**src/rtl/rf_arb_pkg.sv**
```systemverilog
// rf_arb_pkg: shared constants, requester typedef and round-robin pointer helper
//   for the register-file access arbiter.
//   NREQ_D/M_D/N_D/W_D : default requester count, address width, register count, data width
//   reqOneHot_t        : one-hot requester vector at the default requester count
//   nextPtr            : priority pointer that follows a grant to index idx
package rf_arb_pkg;
  localparam int NREQ_D = 4;
  localparam int M_D    = 4;
  localparam int N_D    = 15;
  localparam int W_D    = 8;

  typedef logic [NREQ_D-1:0] reqOneHot_t;

  function automatic int nextPtr(input int idx, input int nreq);
    return (idx + 1) % nreq;
  endfunction
endpackage

```
**src/rtl/rr_arbiter.sv**
```systemverilog
// rr_arbiter: combinational round-robin grant; picks the first requester at or
//   after ptr, wrapping modulo NREQ.
//   req : per-requester request
//   ptr : index holding highest priority this cycle
//   gnt : one-hot grant, all zero when nothing is requested
module rr_arbiter #(
  parameter int NREQ = 4,
  localparam int PW = (NREQ > 1) ? $clog2(NREQ) : 1
) (
  input  logic [NREQ-1:0] req,
  input  logic [PW-1:0]   ptr,
  output logic [NREQ-1:0] gnt
);
  always_comb begin
    gnt = '0;
    for (int i = 0; i < NREQ; i++) begin
      if (gnt == '0 && req[(int'(ptr) + i) % NREQ]) gnt[(int'(ptr) + i) % NREQ] = 1'b1;
    end
  end
endmodule

```
**src/rtl/rf_access_arbiter.sv**
```systemverilog
// rf_access_arbiter: shares the register-file write port and three-address read
//   port among NREQ requesters, each port with its own round-robin pointer.
//   Optional macro RF_ARB_BYPASS_EN: a read issued alongside a write to the same
//   address returns the written data instead of the pre-write value.
//   wr_req/wr_addr/wr_data -> wr_gnt (comb), wr_err (pulse on out-of-range write)
//   rd_req/rd_addr1..3     -> rd_gnt (comb), rd_valid (tag) + rd_data1..3, two cycles later
//   rf_we/rf_waddr/rf_wdata, rf_re/rf_raddr1..3 : registered register-file commands
//   rf_rdata1..3 : register-file read data, valid the cycle after rf_re
module rf_access_arbiter
  import rf_arb_pkg::*;
#(
  parameter int NREQ = NREQ_D,
  parameter int M    = M_D,
  parameter int N    = N_D,
  parameter int W    = W_D
) (
  input  logic              clk,
  input  logic              rst_n,
  input  logic [NREQ-1:0]   wr_req,
  input  logic [NREQ*M-1:0] wr_addr,
  input  logic [NREQ*W-1:0] wr_data,
  output logic [NREQ-1:0]   wr_gnt,
  output logic              wr_err,
  input  logic [NREQ-1:0]   rd_req,
  input  logic [NREQ*M-1:0] rd_addr1,
  input  logic [NREQ*M-1:0] rd_addr2,
  input  logic [NREQ*M-1:0] rd_addr3,
  output logic [NREQ-1:0]   rd_gnt,
  output logic [NREQ-1:0]   rd_valid,
  output logic [W-1:0]      rd_data1,
  output logic [W-1:0]      rd_data2,
  output logic [W-1:0]      rd_data3,
  output logic              rf_we,
  output logic              rf_re,
  output logic [M-1:0]      rf_waddr,
  output logic [M-1:0]      rf_raddr1,
  output logic [M-1:0]      rf_raddr2,
  output logic [M-1:0]      rf_raddr3,
  output logic [W-1:0]      rf_wdata,
  input  logic [W-1:0]      rf_rdata1,
  input  logic [W-1:0]      rf_rdata2,
  input  logic [W-1:0]      rf_rdata3
);
  localparam int PW = (NREQ > 1) ? $clog2(NREQ) : 1;
  localparam logic [M:0] NLIM = N[M:0];

  logic [NREQ-1:0] wrGntRaw, rdGntRaw, rdTag;
  logic [PW-1:0]   wrPtr, rdPtr, wrIdx, rdIdx;
  logic            wrXfer, rdXfer, wrBad;
  logic [M-1:0]    wrAddrSel, rdAddrSel1, rdAddrSel2, rdAddrSel3;
  logic [W-1:0]    wrDataSel;
  logic [2:0]      rdBadNow, rdBad1, rdBad2;

  function automatic logic [PW-1:0] ohIdx(input logic [NREQ-1:0] oh);
    ohIdx = '0;
    for (int i = 0; i < NREQ; i++) if (oh[i]) ohIdx = PW'(i);
  endfunction

  rr_arbiter #(.NREQ(NREQ)) uWrArb (.req(wr_req), .ptr(wrPtr), .gnt(wrGntRaw));
  rr_arbiter #(.NREQ(NREQ)) uRdArb (.req(rd_req), .ptr(rdPtr), .gnt(rdGntRaw));

  // Grants are suppressed in reset so no requester believes it transferred.
  assign wr_gnt = rst_n ? wrGntRaw : '0;
  assign rd_gnt = rst_n ? rdGntRaw : '0;
  assign wrXfer = |wr_gnt;
  assign rdXfer = |rd_gnt;
  assign wrIdx  = ohIdx(wr_gnt);
  assign rdIdx  = ohIdx(rd_gnt);

  assign wrAddrSel  = wr_addr[int'(wrIdx)*M +: M];
  assign wrDataSel  = wr_data[int'(wrIdx)*W +: W];
  assign rdAddrSel1 = rd_addr1[int'(rdIdx)*M +: M];
  assign rdAddrSel2 = rd_addr2[int'(rdIdx)*M +: M];
  assign rdAddrSel3 = rd_addr3[int'(rdIdx)*M +: M];
  assign wrBad      = {1'b0, wrAddrSel} >= NLIM;
  assign rdBadNow   = {{1'b0, rdAddrSel3} >= NLIM, {1'b0, rdAddrSel2} >= NLIM, {1'b0, rdAddrSel1} >= NLIM};

  always_ff @(posedge clk or negedge rst_n) begin
    if (!rst_n) begin
      wrPtr    <= '0;
      rf_we    <= 1'b0;
      wr_err   <= 1'b0;
      rf_waddr <= '0;
      rf_wdata <= '0;
    end else begin
      rf_we  <= wrXfer && !wrBad;
      wr_err <= wrXfer && wrBad;
      if (wrXfer) begin
        wrPtr    <= PW'(nextPtr(int'(wrIdx), NREQ));
        rf_waddr <= wrAddrSel;
        rf_wdata <= wrDataSel;
      end
    end
  end

  // Read pipeline: issue stage (rf_re, rdTag) then return stage (rd_valid).
  always_ff @(posedge clk or negedge rst_n) begin
    if (!rst_n) begin
      rdPtr     <= '0;
      rf_re     <= 1'b0;
      rf_raddr1 <= '0;
      rf_raddr2 <= '0;
      rf_raddr3 <= '0;
      rdTag     <= '0;
      rdBad1    <= '0;
      rdBad2    <= '0;
      rd_valid  <= '0;
    end else begin
      rf_re    <= rdXfer;
      rdTag    <= rd_gnt;
      rd_valid <= rdTag;
      rdBad2   <= rdBad1;
      if (rdXfer) begin
        rdPtr     <= PW'(nextPtr(int'(rdIdx), NREQ));
        rf_raddr1 <= rdAddrSel1;
        rf_raddr2 <= rdAddrSel2;
        rf_raddr3 <= rdAddrSel3;
        rdBad1    <= rdBadNow;
      end
    end
  end

`ifdef RF_ARB_BYPASS_EN
  // The register file samples the pre-write value on a same-cycle collision,
  // so remember the collision and the written data for the return stage.
  logic [2:0]   byHit;
  logic [W-1:0] byData;

  always_ff @(posedge clk or negedge rst_n) begin
    if (!rst_n) begin
      byHit  <= '0;
      byData <= '0;
    end else begin
      byHit  <= {3{rf_we}} & {rf_raddr3 == rf_waddr, rf_raddr2 == rf_waddr, rf_raddr1 == rf_waddr};
      byData <= rf_wdata;
    end
  end

  assign rd_data1 = rdBad2[0] ? '0 : byHit[0] ? byData : rf_rdata1;
  assign rd_data2 = rdBad2[1] ? '0 : byHit[1] ? byData : rf_rdata2;
  assign rd_data3 = rdBad2[2] ? '0 : byHit[2] ? byData : rf_rdata3;
`else
  assign rd_data1 = rdBad2[0] ? '0 : rf_rdata1;
  assign rd_data2 = rdBad2[1] ? '0 : rf_rdata2;
  assign rd_data3 = rdBad2[2] ? '0 : rf_rdata3;
`endif
endmodule

```
**config.mk**
```make
export PLATFORM = sky130hd
export DESIGN_NAME = rf_access_arbiter
export DESIGN_NICKNAME = d
export VERILOG_FILES = /design/src/rtl/rf_arb_pkg.sv /design/src/rtl/rr_arbiter.sv /design/src/rtl/rf_access_arbiter.sv
export SDC_FILE = /design/constraint.sdc
export NUM_CORES = 1
export LEC_CHECK = 0
export CORE_ASPECT_RATIO = 1.75
export CORE_MARGIN = 4
export CORE_UTILIZATION = 40
export DETAILED_ROUTE_END_ITERATION = 16
export HOLD_SLACK_MARGIN = 0.05
export PLACE_DENSITY = 0.82
export SETUP_SLACK_MARGIN = 0.5
export SLEW_MARGIN = 25
export SYNTH_ARGS = -nofsm -noshare
export SYNTH_HDL_FRONTEND = slang
export SYNTH_SLANG_ARGS = --single-unit
```
**constraint.sdc**
```tcl
create_clock -name clk -period 5.25 [get_ports clk]
set_clock_uncertainty 0.1 [all_clocks]
set_input_delay 1.05 -clock clk [delete_from_list [all_inputs] [get_ports clk]]
set_output_delay 1.05 -clock clk [all_outputs]
set_load 0.01 [all_outputs]
```
==> results.cfg <==
[status]
status = completed

[timing]
finalSetupViolCount = 0
slew_headroom_pct = 33.4
grt_setup_unrepaired = yes
tightest_slew_ps = 999
period_share_pct = 90.6
max_freq_mhz = 210
maxSlewViolCount = 0
finalHoldViolations = 0
layout_min_cycle_time_ps = 4750
tns_ps = 0

[layout]
multi_input_area_um2 = 2450
diodes = 0
area_growth_pct = 66.6
drive_above_1_share_pct = 15.7
fin_nets = 718
register_area_um2 = 1130
final_common_cell = clkdlybuf4s50_1
most-common-layout-cells = clkdlybuf4s50_1 (176), dfrtp_1 (44), nand2_1 (36), nor2b_1 (28), o21ai_0 (21)
fillers = 708

[yosys]
ys_seq_elements = 45
ys.flop_type = dfrtp_1
async_flop_share_pct = 100
synth.avg_cell_area_um2 = 9.74
yosys-top-cells-area = dfrtp_1 (31%), mux4_2 (6.9%), ha_1 (5.6%), nor2b_1 (5.0%), mux2i_1 (5.0%)
synth-edff-count = 0
synth_cell_type_count = 68
ys_seq_area_share_pct = 31.3
synth_nets = 515
yosysTopAreaCell = dfrtp_1
yosysWarnings = 0
postSynthCellCount = 369
synth_top_area_share_pct = 31.3
syn_area_um2 = 3590

[critical_path]
cp_data_arrival_time_ps = 3600
cp_max_fo = 7
r2r_setup_slack_ps = 1070
cp-start-kind = primary input
crit_required_ps = 4100
r2r_start = rdPtr[1]
crit_path_end = wr_gnt[3]
rr_worst_depth = 11
critPathLaunch = wr_req[3]
critPathKind = in -> out
r2r_end = rdBad1[1]
cp-end-kind = primary output

[clock_network]
clk_latency_ps = 290
clock-sinks = 45
root_buffer = clkbuf_16
holdBufCountCts = 0
clockBufferDepth = 2
cts_tree = done
h-tree-depth = 2
numCtsBuffers = 5
clkTransAtPathRegs_ps = 60

[die]
core.rowCount = 45
die_w_um = 79.7
io_pins = 193
die_h_um = 133
core-area_um2 = 8730
initial_core_util_pct = 41.2
design.die.area_um2 = 10600

[global_routing]
gr-total-overflow = 0
grt_max_degree = 31
grt_use_met2_pct = 44.7
grt_pass1_wl_mm = 19.9
top_usage_layer = met2
antenna_found_initial = 0
grt_pass1_vias = 4014
globalRouteTotalUtil_pct = 23.4
met3_usage_pct = 3.92
use_met1_pct = 24.9

[route]
drt_iter0_drc = 146
vias_per_cell = 5.53
wire_per_inst_um = 18.6
drc = 0
vias = 3815
routed_wl_mm = 12.9
drtAntennaViolNets = 0
dr.pass1.iters = 5

[pwr]
p_sw_share_pct = 46.1
ir_drop_mv = 0.399
pwr-share-seq_pct = 15.4
p_leak_nw = 2.61
power_mw = 4.10
power_frac_clock_pct = 7.7
p_sw_mw = 1.89
powerDensity_nw_per_um2 = 685
intPower_mw = 2.21
p_comb_share_pct = 76.9

[job]
cap_violations = 0

[hold_path]
hold_class = reg -> reg

[placement]
place.gp.congestion = 0.881
portBuffers = 192
dp_hpwl_mm = 10.4
-- state kept, by name, indices dropped and copies added, names as in the netlist, 3 cells and up --
signal     cells
rf_waddr       4
rf_raddr1      4
rdTag          4
rf_wdata       8
rf_raddr3      4
rf_raddr2      4
rd_valid       4
rdBad2         3
rdBad1         3
-- power groups by stage --
stage	registers, mW	logic (mW)	clock network, mW
after global placement	0.635	2.90	0
after CTS	0.635	3.08	0.324
after global routing	0.658	3.40	0.339
final	0.634	3.15	0.315
after detailed placement	0.641	2.95	0
after floorplan	0.673	1.88	0
-- cells by family (layout without fill, tap and decap cells) --
group / after synthesis / after routing / share of synthesized area (%)
flip-flops: 45 / 45 / 31.3
multiplexers: 43 / 43 / 16.7
buffers and inverters: 30 / 234 / 3.86
adder cells (fa/ha/maj): 16 / 16 / 5.57
AO/OA/AOI/OAI: 109 / 109 / 23.2
AND/OR/NAND/NOR: 126 / 126 / 19.3
-- area by class of cell --
cell class                 instances  area share (%)
clock buffer                       5            2.09
tap                              117            2.45
timing repair buffer             211            34.3
inverter                          15            1.02
multi-input combinational        294            40.9
sequential                        45            18.8
clock inverter                     3           0.355
-- cells in the mapped netlist, types with 6 or more instances --
library cell,instances
and2_1,6
ha_1,16
inv_1,13
clkbuf_1,8
mux4_2,11
mux2i_1,18
nor2_1,13
nand3_1,12
mux2_2,13
nand2_1,36
a21oi_1,7
nor2b_1,29
o21ai_0,21
dfrtp_1,45
o22ai_1,10
-- worst max-delay path: stages --
cell and delay (ps):
dlygate4sd2_1 290, mux4_2 580, buf_4 200, a22oi_2 270, buf_4 170, nand4_1 100
or3_4 360, a21o_4 240, clkinv_4 70, dlygate4sd2_1 270
-- worst min path at each step --
stage	endpoint	cells after the start	slack (ps)	start
floorplan	rd_valid[0]	0	230	rdTag[0]
finish	rd_valid[2]	0	250	rdTag[2]
CTS	rd_valid[2]	0	250	rdTag[2]
detailed placement	rd_valid[2]	0	230	rdTag[2]
global route	rd_valid[2]	0	260	rdTag[2]
global placement	rd_valid[2]	0	230	rdTag[2]
-- per-layer routing --
layer	vias to the layer above	part of all wire, %	wire length [um]
li1	1803	-	-
met5	-	0	0
met3	28	4.9	634
met4	0	2.5	325
met1	1842	36	4680
met2	142	56	7210
-- per-stage QoR --
step	util (%)	setup slack (ps)	cell area, um2	hold slack, ps	instances
after floorplan	-	1120	3590	231	369
after global placement	65.1	98.2	5680	233	675
after detailed placement	65.1	50.3	5680	235	675
after CTS	67.9	501	5930	250	687
after global routing	68.6	430	5990	258	690
final	68.6	496	5990	249	690
-- timing repair --
item                                   4_1_cts  5_1_grt
setup buffers                                4        3
setup endpoints to repair                    8        6
pin swaps                                    3        5
resized for setup                           27       14
endpoints found under the hold margin        0        0
Power figures use the tool's default switching activity.
